**config.mk**
```make
export PLATFORM = sky130hd
export DESIGN_NAME = axil2wbm
export DESIGN_NICKNAME = d
export VERILOG_FILES = /design/src/rtl/axil2wbm.sv
export SDC_FILE = /design/constraint.sdc
export NUM_CORES = 1
export LEC_CHECK = 0
export ABC_CLOCK_PERIOD_IN_PS = 1600
export BUFFER_PORTS_ARGS = -buffer_cell sky130_fd_sc_hd__buf_2
export CAP_MARGIN = 25
export CORE_MARGIN = 2
export CORE_UTILIZATION = 37
export CTS_CLUSTER_SIZE = 10
export DETAILED_ROUTE_END_ITERATION = 12
export GPL_TIMING_DRIVEN = 0
export PLACE_DENSITY = 0.68
export SYNTH_ARGS = -nofsm -noshare
export SYNTH_HDL_FRONTEND = slang
export SYNTH_SLANG_ARGS = --single-unit
export TNS_END_PERCENT = 20
```
**constraint.sdc**
```tcl
create_clock -name i_clk -period 1.6 [get_ports i_clk]
set_input_delay 0.08 -clock i_clk [delete_from_list [all_inputs] [get_ports i_clk]]
set_output_delay 0.08 -clock i_clk [all_outputs]
set_load 0.02 [all_outputs]
```
**src/rtl/axil2wbm.sv**
```systemverilog
// AXI4-Lite slave to pipelined Wishbone master bridge: one transaction in flight at a time.
// Define AXIL2WBM_SKIDBUFFER_EN to give AW, W and AR a one-entry holding register each.
module axil2wbm #(
  parameter int C_AXI_ADDR_WIDTH = 28,
  parameter int C_AXI_DATA_WIDTH = 32,
  localparam int DW  = C_AXI_DATA_WIDTH,
  localparam int LSB = $clog2(C_AXI_DATA_WIDTH / 8),
  localparam int AW  = C_AXI_ADDR_WIDTH - LSB
) (
  input  logic                        i_clk,
  input  logic                        i_reset,
  input  logic                        i_axi_awvalid,
  output logic                        o_axi_awready,
  input  logic [C_AXI_ADDR_WIDTH-1:0] i_axi_awaddr,
  input  logic                        i_axi_wvalid,
  output logic                        o_axi_wready,
  input  logic [DW-1:0]               i_axi_wdata,
  input  logic [DW/8-1:0]             i_axi_wstrb,
  output logic                        o_axi_bvalid,
  input  logic                        i_axi_bready,
  output logic [1:0]                  o_axi_bresp,
  input  logic                        i_axi_arvalid,
  output logic                        o_axi_arready,
  input  logic [C_AXI_ADDR_WIDTH-1:0] i_axi_araddr,
  output logic                        o_axi_rvalid,
  input  logic                        i_axi_rready,
  output logic [DW-1:0]               o_axi_rdata,
  output logic [1:0]                  o_axi_rresp,
  output logic                        o_wb_cyc,
  output logic                        o_wb_stb,
  output logic                        o_wb_we,
  output logic [AW-1:0]               o_wb_addr,
  output logic [DW-1:0]               o_wb_data,
  output logic [DW/8-1:0]             o_wb_sel,
  input  logic                        i_wb_stall,
  input  logic                        i_wb_ack,
  input  logic                        i_wb_err,
  input  logic [DW-1:0]               i_wb_data
);

  localparam logic [1:0] S_IDLE = 2'd0;
  localparam logic [1:0] S_BUS  = 2'd1;
  localparam logic [1:0] S_RESP = 2'd2;

  logic [1:0]                  state;
  logic                        last_write;
  logic                        wr_have, rd_have, grant_wr, grant_rd;
  logic [C_AXI_ADDR_WIDTH-1:0] wr_addr, rd_addr;
  logic [DW-1:0]               wr_data;
  logic [DW/8-1:0]             wr_strb;

  // Byte-lane address bits are dropped by the word-address slice.
  logic unused_addr_bits;
  assign unused_addr_bits = &{1'b0, i_axi_awaddr, i_axi_araddr};

`ifdef AXIL2WBM_SKIDBUFFER_EN
  logic                        aw_full, w_full, ar_full;
  logic [C_AXI_ADDR_WIDTH-1:0] aw_q, ar_q;
  logic [DW-1:0]               w_q;
  logic [DW/8-1:0]             ws_q;

  assign o_axi_awready = !aw_full;
  assign o_axi_wready  = !w_full;
  assign o_axi_arready = !ar_full;

  // A channel arriving on the granting cycle bypasses its entry, keeping latency.
  assign wr_have = (aw_full || i_axi_awvalid) && (w_full || i_axi_wvalid);
  assign rd_have = ar_full || i_axi_arvalid;
  assign wr_addr = aw_full ? aw_q : i_axi_awaddr;
  assign wr_data = w_full ? w_q : i_axi_wdata;
  assign wr_strb = w_full ? ws_q : i_axi_wstrb;
  assign rd_addr = ar_full ? ar_q : i_axi_araddr;

  // NOTE: only the full flags are reset; payload registers are qualified by them.
  always_ff @(posedge i_clk) begin
    if (i_reset) begin
      aw_full <= 1'b0;
      w_full  <= 1'b0;
      ar_full <= 1'b0;
    end else begin
      if (grant_wr) begin
        aw_full <= 1'b0;
        w_full  <= 1'b0;
      end else begin
        if (i_axi_awvalid && !aw_full) begin
          aw_full <= 1'b1;
          aw_q    <= i_axi_awaddr;
        end
        if (i_axi_wvalid && !w_full) begin
          w_full <= 1'b1;
          w_q    <= i_axi_wdata;
          ws_q   <= i_axi_wstrb;
        end
      end
      if (grant_rd) begin
        ar_full <= 1'b0;
      end else if (i_axi_arvalid && !ar_full) begin
        ar_full <= 1'b1;
        ar_q    <= i_axi_araddr;
      end
    end
  end
`else
  assign wr_have = i_axi_awvalid && i_axi_wvalid;
  assign rd_have = i_axi_arvalid;
  assign wr_addr = i_axi_awaddr;
  assign wr_data = i_axi_wdata;
  assign wr_strb = i_axi_wstrb;
  assign rd_addr = i_axi_araddr;

  assign o_axi_awready = grant_wr;
  assign o_axi_wready  = grant_wr;
  assign o_axi_arready = grant_rd;
`endif

  // On a tie, the kind not granted last wins.
  assign grant_wr = (state == S_IDLE) && wr_have && (!rd_have || !last_write);
  assign grant_rd = (state == S_IDLE) && rd_have && (!wr_have || last_write);

  // NOTE: sequential state uses non-blocking assignments so every register samples pre-edge values.
  always_ff @(posedge i_clk) begin
    if (i_reset) begin
      state        <= S_IDLE;
      last_write   <= 1'b1;
      o_wb_cyc     <= 1'b0;
      o_wb_stb     <= 1'b0;
      o_wb_we      <= 1'b0;
      o_wb_addr    <= '0;
      o_wb_data    <= '0;
      o_wb_sel     <= '0;
      o_axi_bvalid <= 1'b0;
      o_axi_bresp  <= 2'b00;
      o_axi_rvalid <= 1'b0;
      o_axi_rresp  <= 2'b00;
      o_axi_rdata  <= '0;
    end else begin
      case (state)
        S_IDLE: begin
          if (grant_wr) begin
            state      <= S_BUS;
            last_write <= 1'b1;
            o_wb_cyc   <= 1'b1;
            o_wb_stb   <= 1'b1;
            o_wb_we    <= 1'b1;
            o_wb_addr  <= wr_addr[C_AXI_ADDR_WIDTH-1:LSB];
            o_wb_data  <= wr_data;
            o_wb_sel   <= wr_strb;
          end else if (grant_rd) begin
            state      <= S_BUS;
            last_write <= 1'b0;
            o_wb_cyc   <= 1'b1;
            o_wb_stb   <= 1'b1;
            o_wb_we    <= 1'b0;
            o_wb_addr  <= rd_addr[C_AXI_ADDR_WIDTH-1:LSB];
          end
        end
        S_BUS: begin
          if (o_wb_stb && !i_wb_stall) o_wb_stb <= 1'b0;
          // Completion may coincide with stb acceptance; err overrides ack.
          if (i_wb_ack || i_wb_err) begin
            state    <= S_RESP;
            o_wb_cyc <= 1'b0;
            o_wb_stb <= 1'b0;
            if (o_wb_we) begin
              o_axi_bvalid <= 1'b1;
              o_axi_bresp  <= i_wb_err ? 2'b10 : 2'b00;
            end else begin
              o_axi_rvalid <= 1'b1;
              o_axi_rresp  <= i_wb_err ? 2'b10 : 2'b00;
              o_axi_rdata  <= i_wb_err ? '0 : i_wb_data;
            end
          end
        end
        S_RESP: begin
          if (o_axi_bvalid && i_axi_bready) begin
            o_axi_bvalid <= 1'b0;
            state        <= S_IDLE;
          end else if (o_axi_rvalid && i_axi_rready) begin
            o_axi_rvalid <= 1'b0;
            state        <= S_IDLE;
          end
        end
        default: state <= S_IDLE;
      endcase
    end
  end

endmodule

```
# ---- Word level (Yosys, flattened, before mapping)
# Cells that the tools add are included.
dict set report word_totals {
  register_bits 106
  inputBits 134
  out_inout_bits 106
  word_cells 81
}
dict set report op_classes {
  n_eq_ne 11
  muxes 28
  bitwise_logic 1
  n_reduce_logical 28
}
# operator n
set ops {}
lappend ops {{2-to-1 mux 26 bit} 2}
lappend ops {{2-to-1 mux 32 bit} 1}
lappend ops {{AND reduction 3 bit} 5}
lappend ops {{2-to-1 mux 1 bit} 14}
lappend ops {{2-to-1 mux 2 bit} 6}
lappend ops {{!= test 2 bit (second input constant)} 6}
lappend ops {{!= test 3 bit (second input constant)} 3}
lappend ops {{logical AND 1 bit} 8}
lappend ops {{one-hot mux 1 bit (2 select lines)} 4}
lappend ops {{one-hot mux 2 bit (3 select lines)} 1}
lappend ops {{nonzero test 2 bit} 3}
lappend ops {{AND reduction 5 bit} 1}
lappend ops {{zero test 1 bit} 4}
lappend ops {{AND reduction 2 bit} 2}
lappend ops {{AND reduction 4 bit} 1}
lappend ops {{logical OR 1 bit} 3}
lappend ops {{equality test 2 x 1 -> 1 bit (second input constant)} 1}
lappend ops {{equality test 2 bit (second input constant)} 1}
lappend ops {{zero test 2 bit} 1}
lappend ops {{inverter 1 bit} 1}

# ---- Logic depth before layout (Yosys ltp)
# Gate-level depths: netlist of the first run.
dict set report logic_depth {
  depth_word 7
  mapped_depth 6
  ltp_nobuf 3
}

# ---- Worst setup path after synthesis of the first run
# OpenSTA, ideal clock, no wires.
dict set report synth_timing {
  kind {register -> output}
  startpoint {register state[0]}
  endpoint {output o_axi_wready}
  t_arrival_ns 1.400
  required_ns 1.520
  setup_slack_ns 0.120
  path_stages_with_launch 5
  n_path_buf 2
  cell_sequence {dfxtp_1 > buf_4 > a211o_1 > nor2_1 > buf_4}
}
dict set report synth_via {
  elab_chain_len 3
}
# item line
set synth_lines {}
lappend synth_lines {{from (decl)} 45} ;# logic [1:0] state;
lappend synth_lines {{from (signal assigned)} 123} ;# state <= S_IDLE;
lappend synth_lines {{from (signal assigned)} 140} ;# state <= S_BUS;
lappend synth_lines {{from (signal assigned)} 149} ;# state <= S_BUS;
lappend synth_lines {{zero test 2 bit} 117} ;# assign grant_wr = (state == S_IDLE) && wr_have && (!rd_have || !last_write);
lappend synth_lines {{logical AND 1 bit (2 in series)} 117}
lappend synth_lines {{to (decl)} 16} ;# output logic o_axi_wready,
# No other way between the ends.

# ---- Worst setup path after layout of the first run
# Same ends and word-level chain as after synthesis.

==> flow_summary.yaml, run 1 <==
critical_path:
  start_kind: "register"
  crit_required_ns: 1.52
  startpoint: "state[0]$_SDFFE_PP0P_"
  end_kind: "output port"
  arrival_ns: 1.52
  critPathMaxFanout: 9
  rr_startpoint: "state[1]$_SDFFE_PP0P_"
  critical_path_class: "register to output port"
sta:
  hold_viol_final: 0
  fmax_mhz: 626
  maxSlewViolCount: 0
  skew_ns: 0.00872
  relSlewSlack_pct: 60.5
  worstMarginPinSlew_ns: 0.592
  rsz0062_at_grt: "yes"
  fin_crit_sh_pct: 99.8
  period_needed_ns: 1.60
  finalSetupViolations: 0
global_route:
  grt_max_degree: 16
  grt-ovfl-total: 0
  grt_pass1_wl_um: 25800
  antenna_found_initial: 0
  grt_pass1_vias: 5261
  grt_usage_pct: 24.7
routing:
  wl_met2_um: 7870
  drcViolationCount: 0
  route.vias.total: 5423
  met1_length_um: 7040
  wl_um: 16600
  drtIter0Drc: 290
  met3_length_um: 1110
  ant_nets: 0
  post_drt_wl_per_cell_um: 17.3
  viasPerCell: 5.64
  top_layer: "met4"
  dr.pass1.iters: 7
logic_synthesis:
  yosysTopAreaCell: "dfxtp_1"
  yosysTopAreaCellShare_pct: 46.8
  synth_edf_count: 0
  netlist_area_um2: 4450
  synth.distinct_cells: 32
  yosysWarningCount: 0
  postSynthAreaPerCell_um2: 8.48
  ys.flop_type: "dfxtp_1"
  ys_async_sr_fraction_pct: 0
  synth_area_leaders: "dfxtp_1 47%, a21oi_1 11%, o21ai_0 11%"
  synthCells: 525
  ys_seq_area_share_pct: 46.8
  yosys_register_bits: 104
floorplanning:
  initial_utilization_pct: 37.5
  die_y_um: 114
  die_w_um: 114
  rows: 40
  ioPinCount: 240
  die_area_um2: 12900
  core_um2: 11900
placed_design:
  place_area_um2: 5800
  hpwl_um: 11700
  gp_congestion: 0.838
  portBuffers: 231
layout:
  diodes: 0
  nets: 943
  drive_gt1_share_pct: 36.2
  fin_util_pct: 55.3
  fin_area_um2: 6560
  area_delta_synth_final_pct: 47.4
clocking:
  cts_sinks: 104
  numCtsBuffers: 9
  htreeDepth: 3
  tritoncts: "built"
  cts-root-buf: "clkbuf_16"
  clock_latency_ns: 0.35
  cts.clk_slew.worst_paths_ns: 0.07
  clockBufferDepth: 2
pwr:
  finalPower_w: 0.00684
  power.density_nw_per_um2: 1040
  ir_worst_vdd_mv: 0.425
  leakage_nw: 2.81
job:
  drv_cap: 0
min_path:
  hp-start: "i_wb_data[5]"
  hp-class: "primary input to register"
run_status:
  status: "complete, no violations"
==> worst paths after layout <==
kind	endpoint	slack, ns	depth (start not counted)
setup / recovery	o_axi_wready	0.004	5
hold / removal	o_axi_rdata[5]$_SDFFE_PP0P_	0.004	3
setup reg to reg	o_wb_addr[11]$_SDFFE_PP0P_	0.04	6
hold reg to reg	o_axi_rdata[27]$_SDFFE_PP0P_	0.47	2
==> critical path: stages, from the launching register on <==
cell and delay (ns):
dfxtp_2 0.32, buf_6 0.14, a211o_4 0.35, nor2_4 0.14, buf_6 0.11, buf_6 0.10
==> cells in the final DEF (no fill, tap or decap), types with 4 or more instances in the layout <==
cell / instances
buf_6: 8
a21oi_1: 99
buf_2: 243
clkbuf_1: 39
buf_4: 11
nand2_1: 4
a311oi_1: 24
clkbuf_2: 6
o21ai_0: 93
nand4b_1: 33
clkbuf_16: 9
o21ai_1: 6
dlygate4sd3_1: 32
dfxtp_1: 103
nand3_1: 62
==> where the power goes <==
group	leakage [nW]	switching, W	internal, W	total, W
combinational	1.83	0.00109	0.000693	0.00179
clock	0.134	0.000965	0.00122	0.00218
sequential	0.849	0.0000979	0.00277	0.00287
total	2.81	0.00216	0.00468	0.00684
==> stage by stage <==
stage	setup WS, ns	std cells	hold WS, ns	setup TNS (ns)
6_report	0.00366	961	0.00404	0
5_1_grt	-0.0492	961	0.0101	-0.102
4_1_cts	-0.0737	957	0.000629	-0.337
3_5_place_dp	-0.135	904	0.343	-3.40
3_3_place_gp	-0.0808	904	0.334	-1.07
2_1_floorplan	0.120	526	0.228	0
==> registers in the layout (all words and copies together) (netlist names) <==
| register | cells |
|---|---|
| o_axi_bresp | 1 |
| o_axi_rvalid | 1 |
| last_write | 1 |
| o_wb_cyc | 1 |
| o_wb_data | 32 |
| o_wb_addr | 26 |
| o_axi_bvalid | 1 |
| o_wb_sel | 4 |
| state | 2 |
| o_axi_rdata | 32 |
| o_wb_we | 1 |
| o_wb_stb | 1 |
| o_axi_rresp | 1 |
==> layout make-up <==
type / count / area, um2
Fill cell: 1104 / 5300
Multi-Input combinational cell: 353 / 2100
Sequential cell: 104 / 2080
Timing Repair Buffer: 271 / 1550
Buffer: 67 / 352
Clock buffer: 13 / 240
Tap cell: 147 / 184
Clock inverter: 3 / 42.5
Inverter: 3 / 11.3
==> logic make-up after synthesis <==
group / count (synthesis) / synth area share, %
AOI/OAI and AO/OA: 236 / 29.9
other: 1 / 0.0842
and+or+nand+nor: 114 / 15.9
DFF: 104 / 46.8
buffers and inverters: 70 / 7.34
==> cells in the mapped netlist, types with 2 or more instances <==
library cell / count
dfxtp_1: 104
a21oi_1: 99
o21ai_0: 99
nand3_1: 62
clkbuf_1: 43
nand4b_1: 33
a311oi_1: 26
buf_2: 14
nor2_1: 5
buf_4: 4
buf_6: 4
nand2_1: 4
and2_1: 3
inv_1: 3
a211o_1: 2
a211oi_1: 2
nand2b_1: 2
o21ba_2: 2
==> what timing repair did <==
action / CTS / global route
endpoints found under the setup margin: 91 / 71
endpoints found under the hold margin: 32 / 0
gates cloned: 0 / 1
pin swaps: 3 / 3
gates resized for setup: 15 / 28
buffers inserted: 5 / 3
hold buffers: 32 / 0
==> layer usage <==
| metal | vias up | track usage (%) |
|---|---|---|
| met3 | 50 | 3.88 |
| met2 | 250 | 41.6 |
| met5 | - | 0 |
| met1 | 2597 | 31.0 |
| li1 | 2526 | - |
| met4 | 0 | 12.0 |
Power figures use the tool's default switching activity.
==> run 2, diff against run 1 <==
--- a/config.mk
+++ b/config.mk
@@ -14,6 +14,7 @@
 export DETAILED_ROUTE_END_ITERATION = 12
 export GPL_TIMING_DRIVEN = 0
 export PLACE_DENSITY = 0.68
+export REMOVE_ABC_BUFFERS = 1
 export SYNTH_ARGS = -nofsm -noshare
 export SYNTH_HDL_FRONTEND = slang
 export SYNTH_SLANG_ARGS = --single-unit
==> run 2 against run 1 <==
  * Power down 1.6%
  * Non-clock buffer count down 54
  * Count of clock-buffer cells in the layout down 3
  * Critical path depth down 1
  * Routed wire length down 2.7%
  * Register-to-register slack about the same
  * Fmax up 1.8%
  * Flip-flop and latch count unchanged
  * Sequential power about the same
==> flow_summary.yaml, run 2 (synthesis gave the netlist of run 1 again) <==
routing:
  viasPerCell: 5.80
  drtIter0Drc: 495
  route.vias.total: 5266
  post_drt_wl_per_cell_um: 17.8
  ant_nets: 0
  dr.pass1.iters: 5
  wl_um: 16200
  drcViolationCount: 0
pwr:
  power.density_nw_per_um2: 1040
  switchingPower_w: 0.00218
  clockPowerShare_pct: 31.7
  comb_power_share_pct: 25.3
  p_seq_share_pct: 43.0
  netSwitchingFraction_pct: 32.4
  leakage_nw: 2.73
  p_int_w: 0.00455
  ir_worst_vdd_mv: 0.537
layout:
  top_regs: "o_axi_rdata: 32 flops, o_wb_data: 32 flops, o_wb_addr: 26 flops"
  area_delta_synth_final_pct: 44.7
  layout_commonest_cell: "buf_2"
  final_cells: 908
  nets: 890
  final_cell_mix: "232 x buf_2, 101 x dfxtp_1, 99 x o21ai_0, 99 x a21oi_1, 62 x nand3_1"
  drive_gt1_share_pct: 37.1
  diodes: 0
critical_path:
  critical_path_class: "register to register"
  critPathMaxFanout: 16
  rr_startpoint: "state[0]$_SDFFE_PP0P_"
  end_kind: "register"
  start_kind: "register"
  arrival_ns: 1.80
  ff2ff_setup_slack_ns: 0.03
  r2r-end: "last_write$_SDFFE_PP1P_"
  reg2reg_depth: 4
  crit_required_ns: 1.83
placed_design:
  place_inst: 847
  gp_congestion: 0.795
  portBuffers: 233
  preCtsSetupSlack_ns: -0.727
  hpwl_um: 9930
sta:
  hold_viol_final: 0
  timing.setup.tns_ns: 0
  worstMarginPinSlew_ns: 0.703
  relSlewSlack_pct: 53.1
  skew_ns: 0.00932
  fin_ws_ns: 0.0320
  fin_crit_sh_pct: 98.0
  maxSlewViolCount: 0
  rsz0062_at_grt: "yes"
  fmax_mhz: 638
  period_needed_ns: 1.57
  finalSetupViolations: 0
floorplanning:
  core_um2: 11900
  die_area_um2: 12900
  die_y_um: 114
  die_w_um: 114
  initial_utilization_pct: 37.5
  ioPinCount: 240
  rows: 40
global_route:
  busiest_layer: "met2"
  grt_pass1_wl_um: 25600
  grtUsageMet1_pct: 29.9
  grt_use_met2_pct: 41.0
  grt-ovfl-total: 0
  met3_usage_pct: 5.37
  grt_max_degree: 57
  antenna_found_initial: 0
  grt_pass1_vias: 5209
  grt_usage_pct: 24.4
job:
  drv_cap: 0
clocking:
  clockBufferDepth: 2
  cts.clk_slew.worst_paths_ns: 0.07
  cts_sinks: 104
  cts-root-buf: "clkbuf_16"
  clock_latency_ns: 0.34
  tritoncts: "built"
  numCtsBuffers: 9
  htreeDepth: 3
min_path:
  holdPathStages: 3
  hp-start: "i_axi_awaddr[13]"
  min_to: "o_wb_addr[11]$_SDFFE_PP0P_"
  hp-class: "primary input to register"
run_status:
  status: "complete, no violations"
## run 2: changes by cell type in the layout (fill, tap and decap cells not counted), sizes merged, moves of 2 or more
cell         before  now
dlygate4sd3      32   37
clkbuf           56   10
clkinv            1    3
inv               3    5
buf             263  246
## run 2: how the worst max path moves through the flow
stage / from / end / slack [ns] / cells past startpoint
2_1_floorplan: state[1]$_SDFFE_PP0P_ / o_wb_addr[5]$_SDFFE_PP0P_ / -0.69 / 3
3_3_place_gp: state[1]$_SDFFE_PP0P_ / o_wb_addr[9]$_SDFFE_PP0P_ / -1.69 / 3
3_5_place_dp: i_axi_arvalid / o_wb_addr[10]$_SDFFE_PP0P_ / -0.73 / 4
4_1_cts: state[1]$_SDFFE_PP0P_ / o_axi_arready / 0.0006 / 3
5_1_grt: state[0]$_SDFFE_PP0P_ / last_write$_SDFFE_PP1P_ / -0.03 / 4
6_report: state[0]$_SDFFE_PP0P_ / last_write$_SDFFE_PP1P_ / 0.03 / 4
## run 2: per-stage QoR
step	power (W)	util (%)	area [um2]	hold slack, ns
after global routing	0.00704	54.3	6440	0.0190
after floorplan	0.00370	-	4140	0.149
after detailed placement	0.00442	47.7	5660	0.342
after CTS	0.00674	54.1	6420	0.00150
after global placement	0.00429	46.3	5490	0.332
final	0.00673	54.3	6440	0.0177
## run 2: what timing repair did
action | 4_1_cts | 5_1_grt
buffers inserted | 4 | 2
endpoints found under the setup margin | 103 | 36
pin swaps | 2 | 1
hold buffers | 37 | 0
gates resized for setup | 12 | 2
gates cloned | 3 | 0
hold endpoints to repair | 37 | 0
## run 2: worst max-delay path: stages (launching register included)
cell and delay (ns):
dfxtp_4 0.41, nor2_4 0.37, buf_8 0.22, nand2_1 0.13, a211o_1 0.33
## run 2: final cells by class
class | instances | area [um2]
inverter | 3 | 11.3
fill | 1083 | 5420
sequential | 104 | 2090
tap | 147 | 184
multi-input combinational | 354 | 2110
clock inverter | 6 | 51.3
timing repair buffer | 284 | 1750
clock buffer | 10 | 239
## run 2: layer usage
metal | routed length [um] | part of all wire (%)
met3 | 1400 | 8.6
met1 | 6440 | 40
met4 | 459 | 2.8
met5 | 0 | 0
met2 | 7880 | 49
## run 2: power by group through the flow
stage	registers, W	clock network (W)	logic [W]
final	0.00289	0.00213	0.00170
after global routing	0.00292	0.00229	0.00182
after CTS	0.00289	0.00218	0.00166
after detailed placement	0.00293	0	0.00149
after global placement	0.00292	0	0.00137
after floorplan	0.00313	0	0.000564
==> run 3, diff against run 2 <==
--- a/config.mk
+++ b/config.mk
@@ -10,6 +10,7 @@
 export CAP_MARGIN = 25
 export CORE_MARGIN = 2
 export CORE_UTILIZATION = 37
+export CTS_BUF_LIST = sky130_fd_sc_hd__clkbuf_16
 export CTS_CLUSTER_SIZE = 10
 export DETAILED_ROUTE_END_ITERATION = 12
 export GPL_TIMING_DRIVEN = 0
==> run 3 against run 2 <==
  * Sequential power about the same
  * Power decreased by 0.79%
  * Final area fell by 0.16%
  * Flip-flop and latch count unchanged
  * Clock power fell by 2%
  * Die area stayed put
  * Register-to-register slack is essentially flat
  * First-iteration DRC count shrank 3.2%
  * Count of clock-buffer cells in the layout fell by 1
  * Critical endpoint unchanged
==> flow_summary.yaml, run 3 (synthesis gave the netlist of run 1 again) <==
routing:
  post_drt_wl_per_cell_um: 17.8
  drtIter0Drc: 479
  dr.pass1.iters: 5
  route.vias.total: 5254
  ant_nets: 0
  wl_um: 16200
  viasPerCell: 5.79
  drcViolationCount: 0
placed_design:
  place_inst: 847
  preCtsSetupSlack_ns: -0.727
  gp_congestion: 0.795
  place_area_um2: 5660
  portBuffers: 233
  hpwl_um: 9930
floorplanning:
  die_y_um: 114
  die_area_um2: 12900
  ioPinCount: 240
  core_um2: 11900
  die_w_um: 114
  initial_utilization_pct: 37.5
  rows: 40
pwr:
  leakage_nw: 2.73
  power.density_nw_per_um2: 1040
  ir_worst_vdd_mv: 0.536
layout:
  area_delta_synth_final_pct: 44.5
  diodes: 0
  drive_gt1_share_pct: 36.9
  nets: 890
  fin_area_um2: 6430
  fillers: 1084
  final_cell_mix: "232 x buf_2, 101 x dfxtp_1, 99 x o21ai_0, 99 x a21oi_1, 62 x nand3_1"
  layout_commonest_cell: "buf_2"
  fin_util_pct: 54.2
  top_regs: "o_axi_rdata: 32 flops, o_wb_data: 32 flops, o_wb_addr: 26 flops"
  final_cells: 908
global_route:
  grt_usage_pct: 24.4
  grt_max_degree: 57
  grt_pass1_vias: 5209
  grt_pass1_wl_um: 25600
  antenna_found_initial: 0
  grt-ovfl-total: 0
sta:
  period_needed_ns: 1.56
  maxSlewViolCount: 0
  fin_crit_sh_pct: 97.8
  fmax_mhz: 639
  timing.setup.tns_ns: 0
  hold_viol_final: 0
  relSlewSlack_pct: 53.1
  worstMarginPinSlew_ns: 0.704
  rsz0062_at_grt: "yes"
  fin_ws_ns: 0.0353
  finalSetupViolations: 0
  skew_ns: 0.00845
clocking:
  clockBufferDepth: 2
  cts.clk_slew.worst_paths_ns: 0.07
  cts-root-buf: "clkbuf_16"
  numCtsBuffers: 9
  cts_sinks: 104
  tritoncts: "built"
  htreeDepth: 3
  clock_latency_ns: 0.34
min_path:
  hp-start: "i_axi_awaddr[13]"
  hp-class: "primary input to register"
critical_path:
  cp_slowest_cell: "dfxtp_4"
  slowest_delay_ns: 0.41
  arrival_ns: 1.79
  critPathMaxFanout: 16
  startpoint: "state[0]$_SDFFE_PP0P_"
  crit_required_ns: 1.83
  critical_path_class: "register to register"
  rr_startpoint: "state[0]$_SDFFE_PP0P_"
  path_cells: "nor2_4 -> buf_8 -> nand2_1 -> a211o_1"
  start_kind: "register"
  end_kind: "register"
job:
  drv_cap: 0
run_status:
  status: "complete, no violations"
==> run 3: cell count changes in the layout (fill, tap and decap cells not counted) <==
cell / change
clkbuf_8: -1
clkinv_1: +1
==> run 3: what timing repair did <==
| action | 4_1_cts | 5_1_grt |
|---|---|---|
| setup endpoints to repair | 103 | 36 |
| hold buffers | 37 | 0 |
| resized for setup | 12 | 2 |
| setup buffers | 4 | 2 |
| endpoints found under the hold margin | 37 | 0 |
| cloned | 3 | 0 |
| pin swaps | 2 | 1 |
==> run 3: path summary, 6_finish.rpt <==
path / to / slack (ns) / cells after the start
hold / removal: o_wb_addr[11]$_SDFFE_PP0P_ / 0.02 / 3
setup reg to reg: last_write$_SDFFE_PP1P_ / 0.04 / 4
hold reg to reg: o_axi_rdata[1]$_SDFFE_PP0P_ / 0.47 / 2
setup / recovery: last_write$_SDFFE_PP1P_ / 0.04 / 4
==> run 3: layout make-up <==
cell class              instances  area, um2  area share (%)
well taps                     147        184            2.86
repair buffers                284       1750            27.3
clock inverters                 7       55.1           0.856
inverters                       3       11.3           0.175
clock buffers                   9        225            3.50
multi-input cells             354       2110            32.8
flip-flops and latches        104       2090            32.5
==> run 3: through the flow <==
step | total power [W] | hold slack [ns]
final | 0.00668 | 0.0175
after global routing | 0.00699 | 0.0190
after CTS | 0.00669 | 0.00150
after detailed placement | 0.00442 | 0.342
after global placement | 0.00429 | 0.332
after floorplan | 0.00370 | 0.149
==> run 3: worst max-delay path: cells and delay by family (launching register included) <==
kind / cells / cell delay, ns
simple gates: 2 / 0.50
flops: 1 / 0.41
compound gates: 1 / 0.33
buf+inv: 1 / 0.22
==> run 3: power by group <==
part / leakage (nW) / switching [W] / total [W] / internal (W)
registers: 0.850 / 0.000124 / 0.00289 / 0.00277
logic: 1.74 / 0.00104 / 0.00170 / 0.000658
clock network: 0.134 / 0.00101 / 0.00208 / 0.00107
==> run 3: layer usage <==
layer / part of all wire, % / wire [um] / track usage (%) / up-vias
li1: - / - / - / 2418
met1: 40 / 6450 / 29.9 / 2505
met2: 49 / 7870 / 41.0 / 298
met3: 8.6 / 1390 / 5.37 / 33
met4: 2.7 / 439 / 11.5 / 0
met5: 0 / 0 / 0 / -
